## src/rtl/angle_stepper_pkg.sv

```systemverilog
// Shared control package for angle_stepper: angle constants, FSM state type, sizing helpers.
package angle_stepper_pkg;

    localparam int unsigned ANGLE_INT_BITS = 9;
    localparam int          ANGLE_DW_BOUND = -180;
    localparam int          ANGLE_UP_BOUND = 179;

    typedef enum logic [1:0] {
        ST_IDLE   = 2'd0,
        ST_HOLD   = 2'd1,
        ST_REPEAT = 2'd2
    } step_state_e;

    function automatic int unsigned max_u(input int unsigned a, input int unsigned b);
        return (a > b) ? a : b;
    endfunction

    // Bits needed to hold 0 .. n-1 (at least one bit).
    function automatic int unsigned cnt_width(input int unsigned n);
        return (n <= 1) ? 1 : $clog2(n);
    endfunction

endpackage

```

## src/rtl/circular_step.sv

```systemverilog
// circular_step: +/-1 on a signed angle, wrapping between DW_BOUND and UP_BOUND.
module circular_step
    import angle_stepper_pkg::*;
#(
    parameter int unsigned DATAW    = ANGLE_INT_BITS,
    parameter int          DW_BOUND = ANGLE_DW_BOUND,
    parameter int          UP_BOUND = ANGLE_UP_BOUND
) (
    input  logic signed [DATAW-1:0] i_angle,
    input  logic                    i_up,
    output logic signed [DATAW-1:0] o_next_c
);

    localparam logic signed [DATAW-1:0] LO_V  = DATAW'(DW_BOUND);
    localparam logic signed [DATAW-1:0] HI_V  = DATAW'(UP_BOUND);
    localparam logic signed [DATAW-1:0] ONE_V = DATAW'(1);

    // Wrapped neighbour of the current angle in the requested direction.
    always_comb begin
        o_next_c = i_angle;
        if (i_up) begin
            o_next_c = (i_angle == HI_V) ? LO_V : i_angle + ONE_V;
        end else begin
            o_next_c = (i_angle == LO_V) ? HI_V : i_angle - ONE_V;
        end
    end

endmodule

```

## src/rtl/angle_stepper.sv

```systemverilog
// angle_stepper: button-driven wrapping angle with tap, hold-delay and auto-repeat.
// Optional macro ANGLE_ACCEL_EN: halve the repeat period after ACCEL_AFTER repeat steps.
module angle_stepper
    import angle_stepper_pkg::*;
#(
    parameter int unsigned DATAW         = ANGLE_INT_BITS,
    parameter int          DW_BOUND      = ANGLE_DW_BOUND,
    parameter int          UP_BOUND      = ANGLE_UP_BOUND,
    parameter int unsigned HOLD_CYCLES   = 25_000_000,
    parameter int unsigned REPEAT_CYCLES = 5_000_000,
    parameter int unsigned ACCEL_AFTER   = 8
) (
    input  logic                    clk,
    input  logic                    reset,
    input  logic                    inc_req,
    input  logic                    dec_req,
    input  logic                    load_en,
    input  logic signed [DATAW-1:0] load_value,
    output logic signed [DATAW-1:0] angle,
    output logic                    step_pulse
);

    localparam int unsigned CNT_W = cnt_width(max_u(HOLD_CYCLES, REPEAT_CYCLES));
    localparam logic [CNT_W-1:0] HOLD_LAST = CNT_W'(HOLD_CYCLES - 1);
    localparam logic [CNT_W-1:0] REP_LAST  = CNT_W'(REPEAT_CYCLES - 1);
    localparam logic signed [DATAW-1:0] LO_V = DATAW'(DW_BOUND);
    localparam logic signed [DATAW-1:0] HI_V = DATAW'(UP_BOUND);

    step_state_e             r_state;
    step_state_e             w_state_nxt;
    logic [CNT_W-1:0]        r_cnt;
    logic [CNT_W-1:0]        w_cnt_nxt;
    logic signed [DATAW-1:0] r_angle;
    logic signed [DATAW-1:0] w_angle_nxt;
    logic                    r_pulse;
    logic                    w_pulse_nxt;
    logic                    r_dir_up;
    logic                    w_dir_up_nxt;
    logic                    w_active;
    logic                    w_rep_step;
    logic [CNT_W-1:0]        w_rep_last;
    logic signed [DATAW-1:0] w_stepped;
    logic                    w_load_ok;

    assign w_active  = inc_req ^ dec_req;
    assign w_load_ok = (load_value >= LO_V) && (load_value <= HI_V);

    // Any step always moves in the direction of the live request.
    circular_step #(
        .DATAW    (DATAW),
        .DW_BOUND (DW_BOUND),
        .UP_BOUND (UP_BOUND)
    ) u_circular_step (
        .i_angle  (r_angle),
        .i_up     (inc_req),
        .o_next_c (w_stepped)
    );

`ifdef ANGLE_ACCEL_EN
    localparam int unsigned REP_W = cnt_width(ACCEL_AFTER + 1);
    localparam int unsigned REPEAT_FAST = (REPEAT_CYCLES / 2 > 0) ? REPEAT_CYCLES / 2 : 1;
    localparam logic [CNT_W-1:0] FAST_LAST = CNT_W'(REPEAT_FAST - 1);
    localparam logic [REP_W-1:0] REP_SAT   = REP_W'(ACCEL_AFTER);

    logic [REP_W-1:0] r_rep_cnt;
    logic [REP_W-1:0] w_rep_nxt;

    // Repeat period shortens once enough repeat steps have happened in this hold.
    always_comb begin
        w_rep_last = (r_rep_cnt == REP_SAT) ? FAST_LAST : REP_LAST;
        w_rep_nxt  = r_rep_cnt;
        if (w_state_nxt != ST_REPEAT) begin
            w_rep_nxt = '0;
        end else if (w_rep_step && (r_rep_cnt != REP_SAT)) begin
            w_rep_nxt = r_rep_cnt + REP_W'(1);
        end
    end

    // Saturating count of repeat steps, cleared whenever REPEAT is left.
    always_ff @(posedge clk) begin
        if (reset) begin
            r_rep_cnt <= '0;
        end else begin
            r_rep_cnt <= w_rep_nxt;
        end
    end
`else
    logic w_unused_accel;
    assign w_unused_accel = ^{32'(ACCEL_AFTER), w_rep_step};
    assign w_rep_last     = REP_LAST;
`endif

    // Next-state, counter, angle and pulse; load overrides any step.
    always_comb begin
        w_state_nxt  = r_state;
        w_cnt_nxt    = r_cnt;
        w_angle_nxt  = r_angle;
        w_pulse_nxt  = 1'b0;
        w_dir_up_nxt = r_dir_up;
        w_rep_step   = 1'b0;

        unique case (r_state)
            ST_IDLE: begin
                if (w_active) begin
                    w_angle_nxt  = w_stepped;
                    w_pulse_nxt  = 1'b1;
                    w_cnt_nxt    = '0;
                    w_dir_up_nxt = inc_req;
                    w_state_nxt  = ST_HOLD;
                end
            end
            ST_HOLD, ST_REPEAT: begin
                if (!w_active) begin
                    w_cnt_nxt   = '0;
                    w_state_nxt = ST_IDLE;
                end else if (inc_req != r_dir_up) begin
                    w_angle_nxt  = w_stepped;
                    w_pulse_nxt  = 1'b1;
                    w_cnt_nxt    = '0;
                    w_dir_up_nxt = inc_req;
                    w_state_nxt  = ST_HOLD;
                end else if (r_cnt == ((r_state == ST_HOLD) ? HOLD_LAST : w_rep_last)) begin
                    w_angle_nxt = w_stepped;
                    w_pulse_nxt = 1'b1;
                    w_cnt_nxt   = '0;
                    w_rep_step  = (r_state == ST_REPEAT);
                    w_state_nxt = ST_REPEAT;
                end else begin
                    w_cnt_nxt = r_cnt + CNT_W'(1);
                end
            end
            default: begin
                w_cnt_nxt   = '0;
                w_state_nxt = ST_IDLE;
            end
        endcase

        if (load_en) begin
            w_angle_nxt = w_load_ok ? load_value : r_angle;
            w_pulse_nxt = 1'b0;
            w_cnt_nxt   = '0;
            w_rep_step  = 1'b0;
            w_state_nxt = ST_IDLE;
        end
    end

    // State and output registers with synchronous reset.
    always_ff @(posedge clk) begin
        if (reset) begin
            r_state  <= ST_IDLE;
            r_cnt    <= '0;
            r_angle  <= '0;
            r_pulse  <= 1'b0;
            r_dir_up <= 1'b0;
        end else begin
            r_state  <= w_state_nxt;
            r_cnt    <= w_cnt_nxt;
            r_angle  <= w_angle_nxt;
            r_pulse  <= w_pulse_nxt;
            r_dir_up <= w_dir_up_nxt;
        end
    end

    assign angle      = r_angle;
    assign step_pulse = r_pulse;

endmodule

```

## config.mk

```make
export PLATFORM = sky130hd
export DESIGN_NAME = angle_stepper
export DESIGN_NICKNAME = d
export VERILOG_FILES = /design/src/rtl/angle_stepper_pkg.sv /design/src/rtl/circular_step.sv /design/src/rtl/angle_stepper.sv
export SDC_FILE = /design/constraint.sdc
export NUM_CORES = 1
export LEC_CHECK = 0
export CORE_MARGIN = 10
export CORE_UTILIZATION = 50
export CTS_CLUSTER_DIAMETER = 60
export DETAILED_ROUTE_END_ITERATION = 6
export GPL_ROUTABILITY_DRIVEN = 1
export MAX_ROUTING_LAYER = met4
export PLACE_DENSITY_LB_ADDON = 0.3
export RECOVER_POWER = 50
export SYNTH_ARGS = -nofsm -noshare
export SYNTH_HDL_FRONTEND = slang
export SYNTH_SLANG_ARGS = --single-unit
```

## constraint.sdc

```tcl
create_clock -name clk -period 2.4 [get_ports clk]
set_input_delay 0.48 -clock clk [delete_from_list [all_inputs] [get_ports clk]]
set_output_delay 0.48 -clock clk [all_outputs]
set_load 0.05 [all_outputs]
```

Yosys cells after proc, flatten, opt, wreduce, memory -nomap -nowiden
Cells that the tools add are included.
- $add $sub $neg: 3
- multiply operators: 0
- div/mod/pow operators: 0
- $lt $le $gt $ge: 2
- equal/unequal tests: 14
- shift operators: 0
- muxes and demuxes: 30
- bitwise operators: 1
- reduce and logical (&&, ||, !) cells: 9
- operator list (operator ; count):
    25-bit two-way mux ; 5
    9-bit two-way mux ; 9
    25-bit one-hot mux with 2 select lines ; 1
    25-bit by 1-bit adder with 25-bit output, second input constant ; 1
    25-bit equality test ; 1
    9-bit equality test, second input constant ; 2
    9-bit one-hot mux with 2 select lines ; 1
    9-bit by 2-bit adder with 9-bit output, second input constant ; 1
    9-bit >= comparator, second input constant ; 1
    9-bit less-or-equal comparator, second input constant ; 1
    9-bit by 2-bit subtractor with 9-bit output, second input constant ; 1
    2-bit two-way mux ; 4
    4-bit != test, second input constant ; 2
    1-bit two-way mux ; 7
    2-bit != test, second input constant ; 3
    3-bit != test, second input constant ; 2
    5-bit AND reduction ; 1
    1-bit one-hot mux with 2 select lines ; 2
    2-bit one-hot mux with 2 select lines ; 1
    4-bit AND reduction ; 1
    2-bit OR reduction ; 2
    3-bit nonzero test ; 1
    2-bit by 1-bit equality test with 1-bit output, second input constant ; 1
    2-bit equality test, second input constant ; 1
    other kinds (7) ; 7
- register bits after elaboration: 38
- bits in latches: 0
- bits in writable memories: 0
- memory bits (read-only): 0
- input port bits: 14
- output and inout bits: 10
- logic and storage cells: 64
- memories kept: 0

Depth between registers and ports, before layout
- word-level depth: 8
- gate-level depth with buffers: 9
- mapped depth without buffers: 8

Modules after synthesis
Synthesis repeated with hierarchy kept, for this count alone.
- cell total of the unflattened synthesis: 365
- area total of the unflattened synthesis: 2830.2 µm²
- modules (own cells, without submodules) (module ; times used ; cells each ; area each (µm²) ; seq. area each (µm²)):
    angle_stepper ; 1 ; 286 ; 2329.7 ; 760.7
    circular_step ; 1 ; 79 ; 500.5 ; 0.0

Worst setup path before layout
OpenSTA, ideal clock, no wires.
- path type: register to register
- start point: register r_angle[0] (netlist: angle[0])
- end point: register r_angle[0] (netlist: angle[0])
- setup time: 0.086 ns
- data arrival time: 2.095 ns
- required time: 2.314 ns
- setup slack: 0.219 ns
- cell stages (with the launch flop): 8
- buffers on the path: 0
- clock period less this slack: 2.181 ns
- path through: dfxtp_1 inv_1 ha_1 or4b_1 or2_1 a211oi_1 a211oi_1 a211oi_1
- longest elaborated chain between the ends: 8
- elaborated cells on any way between the ends: 13
- those cells by class: add/sub (2); eq/ne (2); mux (9)
- RTL lines (item ; line ; RTL):
    from (decl) ; angle_stepper.sv:33 ; logic signed [DATAW-1:0] r_angle;
    from (signal assigned) ; angle_stepper.sv:158 ; r_angle <= w_angle_nxt;
    9-bit by 2-bit subtractor with 9-bit output (tied with other cells) ; circular_step.sv:24 ; o_next_c = (i_angle == LO_V) ? HI_V : i_angle - ONE_V;
    9-bit two-way mux, on equally long branches ; circular_step.sv:24, circular_step.sv:22 ;
    9-bit two-way mux * ; circular_step.sv:21 ; if (i_up) begin
    9-bit two-way mux ; angle_stepper.sv:122 ; end else if (r_cnt == ((r_state == ST_HOLD) ? HOLD_LAST : w_rep_last)) begin
    9-bit two-way mux ; angle_stepper.sv:116 ; end else if (inc_req != r_dir_up) begin
    9-bit two-way mux ; angle_stepper.sv:113 ; if (!w_active) begin
    9-bit one-hot mux with 2 select lines * ; angle_stepper.sv:102 ; unique case (r_state)
    9-bit two-way mux * ; angle_stepper.sv:138 ; if (load_en) begin
Mark *: on every way between the ends. The rest lies on a longest branch, timed or not. The select of a mux whose other input is x is not followed.
A chain may end at the register's enable or synchronous reset.

Worst setup path in the final report
- start point: register r_angle[5] (netlist: angle[5])
- end point: output port angle[5]
- RTL lines (item ; line ; RTL):
    to (decl) ; angle_stepper.sv:19 ; output logic signed [DATAW-1:0] angle,
No word-level cell between the ends.

==> results_dict.tcl <==
set metrics [dict create \
    status "finished, final reports clean" \
    syn_area_per_cell_um2 7.608 \
    routed_wl_um 6831 \
    setup_viol 0 \
    cts.root.buffer_cell "clkbuf_8" \
    p_seq_frac 0.413 \
    setup_tns_ns 0 \
    vias 2636 \
    synthesis.nets 356 \
    ant_nets 0 \
    grt_pass1_wl_um 11750 \
    grt_pass1_vias 2552 \
    cts_buffer_depth 2 \
    pwr-share-clk 0.317 \
    crit_path_end_kind "primary output" \
    num-fill-cells 435 \
    crit_fanout 12 \
    dp_hpwl_um 5144 \
    path_buf_inv 1 \
    cp_top_family "buffers and inverters" \
    cp_cell_sequence "clkdlybuf4s50_1" \
    clock_latency_ns 0.30 \
    arrival_ns 1.82 \
    worstPathRequired_ns 1.92 \
    synth_edf_count 0 \
    gp_congestion 0.9224 \
    p_int_uw 1155 \
    yosys.cell_count.top_type "nor2_1" \
    cts_hold_buffers 0 \
    final_cell_area_um2 3123 \
    antenna_found_initial 0 \
    cpPeakStageDelay_ns 0.91 \
    cts_resized 0 \
    drt_drc_violations_left 0 \
    synth_common_cells "nor2_1, dfxtp_1, nand2_1" \
    slew_headroom 0.5470 \
    reg2reg_slack_ns 0.13 \
    ys_seq_area_frac 0.2976 \
    num_rows 25 \
    yosys_warnings 0 \
    cts_tree "yes" \
    period_minus_slack_ns 2.296 \
    startpoint_type "register" \
    worstSetupStartpoint "angle[5]" \
    nets 395 \
    critPathKind "register to primary output" \
    switching_share 0.3200 \
    drt-initial-drc-count 252 \
    synth_top_area_share 0.2976 \
    power.leakage_uw 0.001097 \
    worstHoldPathType "register to register" \
    syn_inst 336 \
    drt-wirelength-per-cell_um 15.42 \
    rsz0062_at_grt "no" \
    ir_drop_v 0.0004093 \
    p_sw_uw 543.5 \
    cts_buffers 5 \
    grt.overflow.total 0 \
    cts_num_sinks 38 \
    skew_ns 0.008965 \
    grtUsageTotal 0.1670 \
    clk_pin_slew_ns 0.08 \
    die_h_um 91.50 \
    pwr-share-comb 0.270 \
    core_area_um2 4848 \
    max_freq_mhz 435.6 \
    drive_above_1_share 0.09840 \
    post-route-period-util 0.9565 \
    dieArea_um2 8372 \
    ioPinCount 24 \
    grt_max_degree 15 \
    powerDensity_nw_per_um2 543.9 \
    syn-cell-area_um2 2556 \
    drt-pass1-iter-count 5 \
    hold_viol 0 \
    critPathSlowestCell "clkdlybuf4s50_1" \
    tightest_slew_ns 0.6770 \
    ys.flop_type "dfxtp_1" \
    vias_per_cell 5.950 \
    synthArstFlopShare 0 \
    max-cap-violations 0 \
    ys_ff_latch 38 \
    slew_violations 0 \
    hp-start "r_cnt[11]" \
    start_util 0.5272 \
    htree_levels 2 \
    rr_startpoint "angle[0]" \
    port_buffers 23 \
    area_delta_synth_final_pct 22.17 \
    synth_top_area_cell "dfxtp_1" \
    ys_types 53 \
    synthTopCellsByArea "dfxtp_1, nor2_1, mux2i_1" \
    insertedDiodeCount 0 \
    postPlaceCellArea_um2 2999 \
    post_cts_buffers 0 \
    die_w_um 91.50 \
]
final cells by class:
| cell class | instances | area, um2 | area share |
|---|---|---|---|
| Timing Repair Buffer | 48 | 426.7 | 0.1366 |
| Sequential cell | 38 | 760.7 | 0.2436 |
| Tap cell | 67 | 83.83 | 0.02684 |
| Multi-Input combinational cell | 268 | 1693 | 0.5421 |
| Clock buffer | 7 | 76.32 | 0.02444 |
| Inverter | 14 | 52.55 | 0.01683 |
| Clock inverter | 1 | 30.03 | 0.009615 |
through the flow:
stage          power [uW]  setup WS (ns)  hold WS [ns]  instances    util
2_1_floorplan        1002         0.2193        0.4466        336       -
3_3_place_gp         1161       -0.03168        0.4694        435  0.6186
3_5_place_dp         1167       -0.09537        0.4864        435  0.6186
4_1_cts              1705        0.09883        0.4970        443  0.6405
5_1_grt              1777        0.01860        0.5234        443  0.6441
6_report             1698         0.1044        0.4993        443  0.6441
kinds of logic (layout without fill, tap and decap cells):
logic type               Yosys count  in the layout  synth area share
flip-flops                        38             38            0.2976
XOR/XNOR                          20             20           0.06853
adder cells (fa/ha/maj)            6              6           0.02937
multiplexers                      13             13           0.05140
buffers and inverters             30             70           0.04845
AND/OR/NAND/NOR                  151            151            0.3093
AO/OA/AOI/OAI                     78             78            0.1953
path summary, 6_finish.rpt:
path | endpoint | cells past startpoint
max | angle[5] | 1
min | r_cnt[11] | 1
max reg2reg | angle[7] | 8
min reg2reg | r_cnt[11] | 1
registers in the layout, indices dropped and copies added, names as in the netlist:
name        cells
r_state         2
angle           9
step_pulse      1
r_dir_up        1
r_cnt          25
power by group through the flow:
stage | combinational, uW | sequential, uW | clock, uW
2_1_floorplan | 246 | 757 | 0
3_3_place_gp | 447 | 714 | 0
3_5_place_dp | 452 | 714 | 0
4_1_cts | 455 | 700 | 549
5_1_grt | 497 | 705 | 575
6_report | 459 | 702 | 538
per-layer routing:
layer | part of all wire | vias up | GRT usage | wire [um]
li1 | - | 1308 | - | -
met1 | 0.48 | 1217 | 0.2184 | 3278
met2 | 0.45 | 96 | 0.2524 | 3056
met3 | 0.054 | 15 | 0.03128 | 367
met4 | 0.019 | 0 | 0.05222 | 128
met5 | 0 | - | - | 0
placed cells by master (no fill, tap or decap), drive strengths merged, types with 3 or more instances in the layout:
master,synthesis,final
nor2,39,39
dfxtp,38,38
nand2,31,31
buf,4,22
nand3,21,21
a21oi,20,20
o21ai,19,19
inv,14,14
clkdlybuf4s50,0,14
xnor2,12,12
mux2i,12,12
nand4,10,10
clkbuf,12,10
nor3,9,9
dlygate4sd3,0,9
xor2,8,8
and3,7,7
nand2b,7,7
a31oi,7,7
ha,6,6
a211oi,6,6
nor4,6,6
o22ai,4,4
and4,3,3
o211ai,3,3
nor4b,3,3
(Power assumes the default switching activity.)
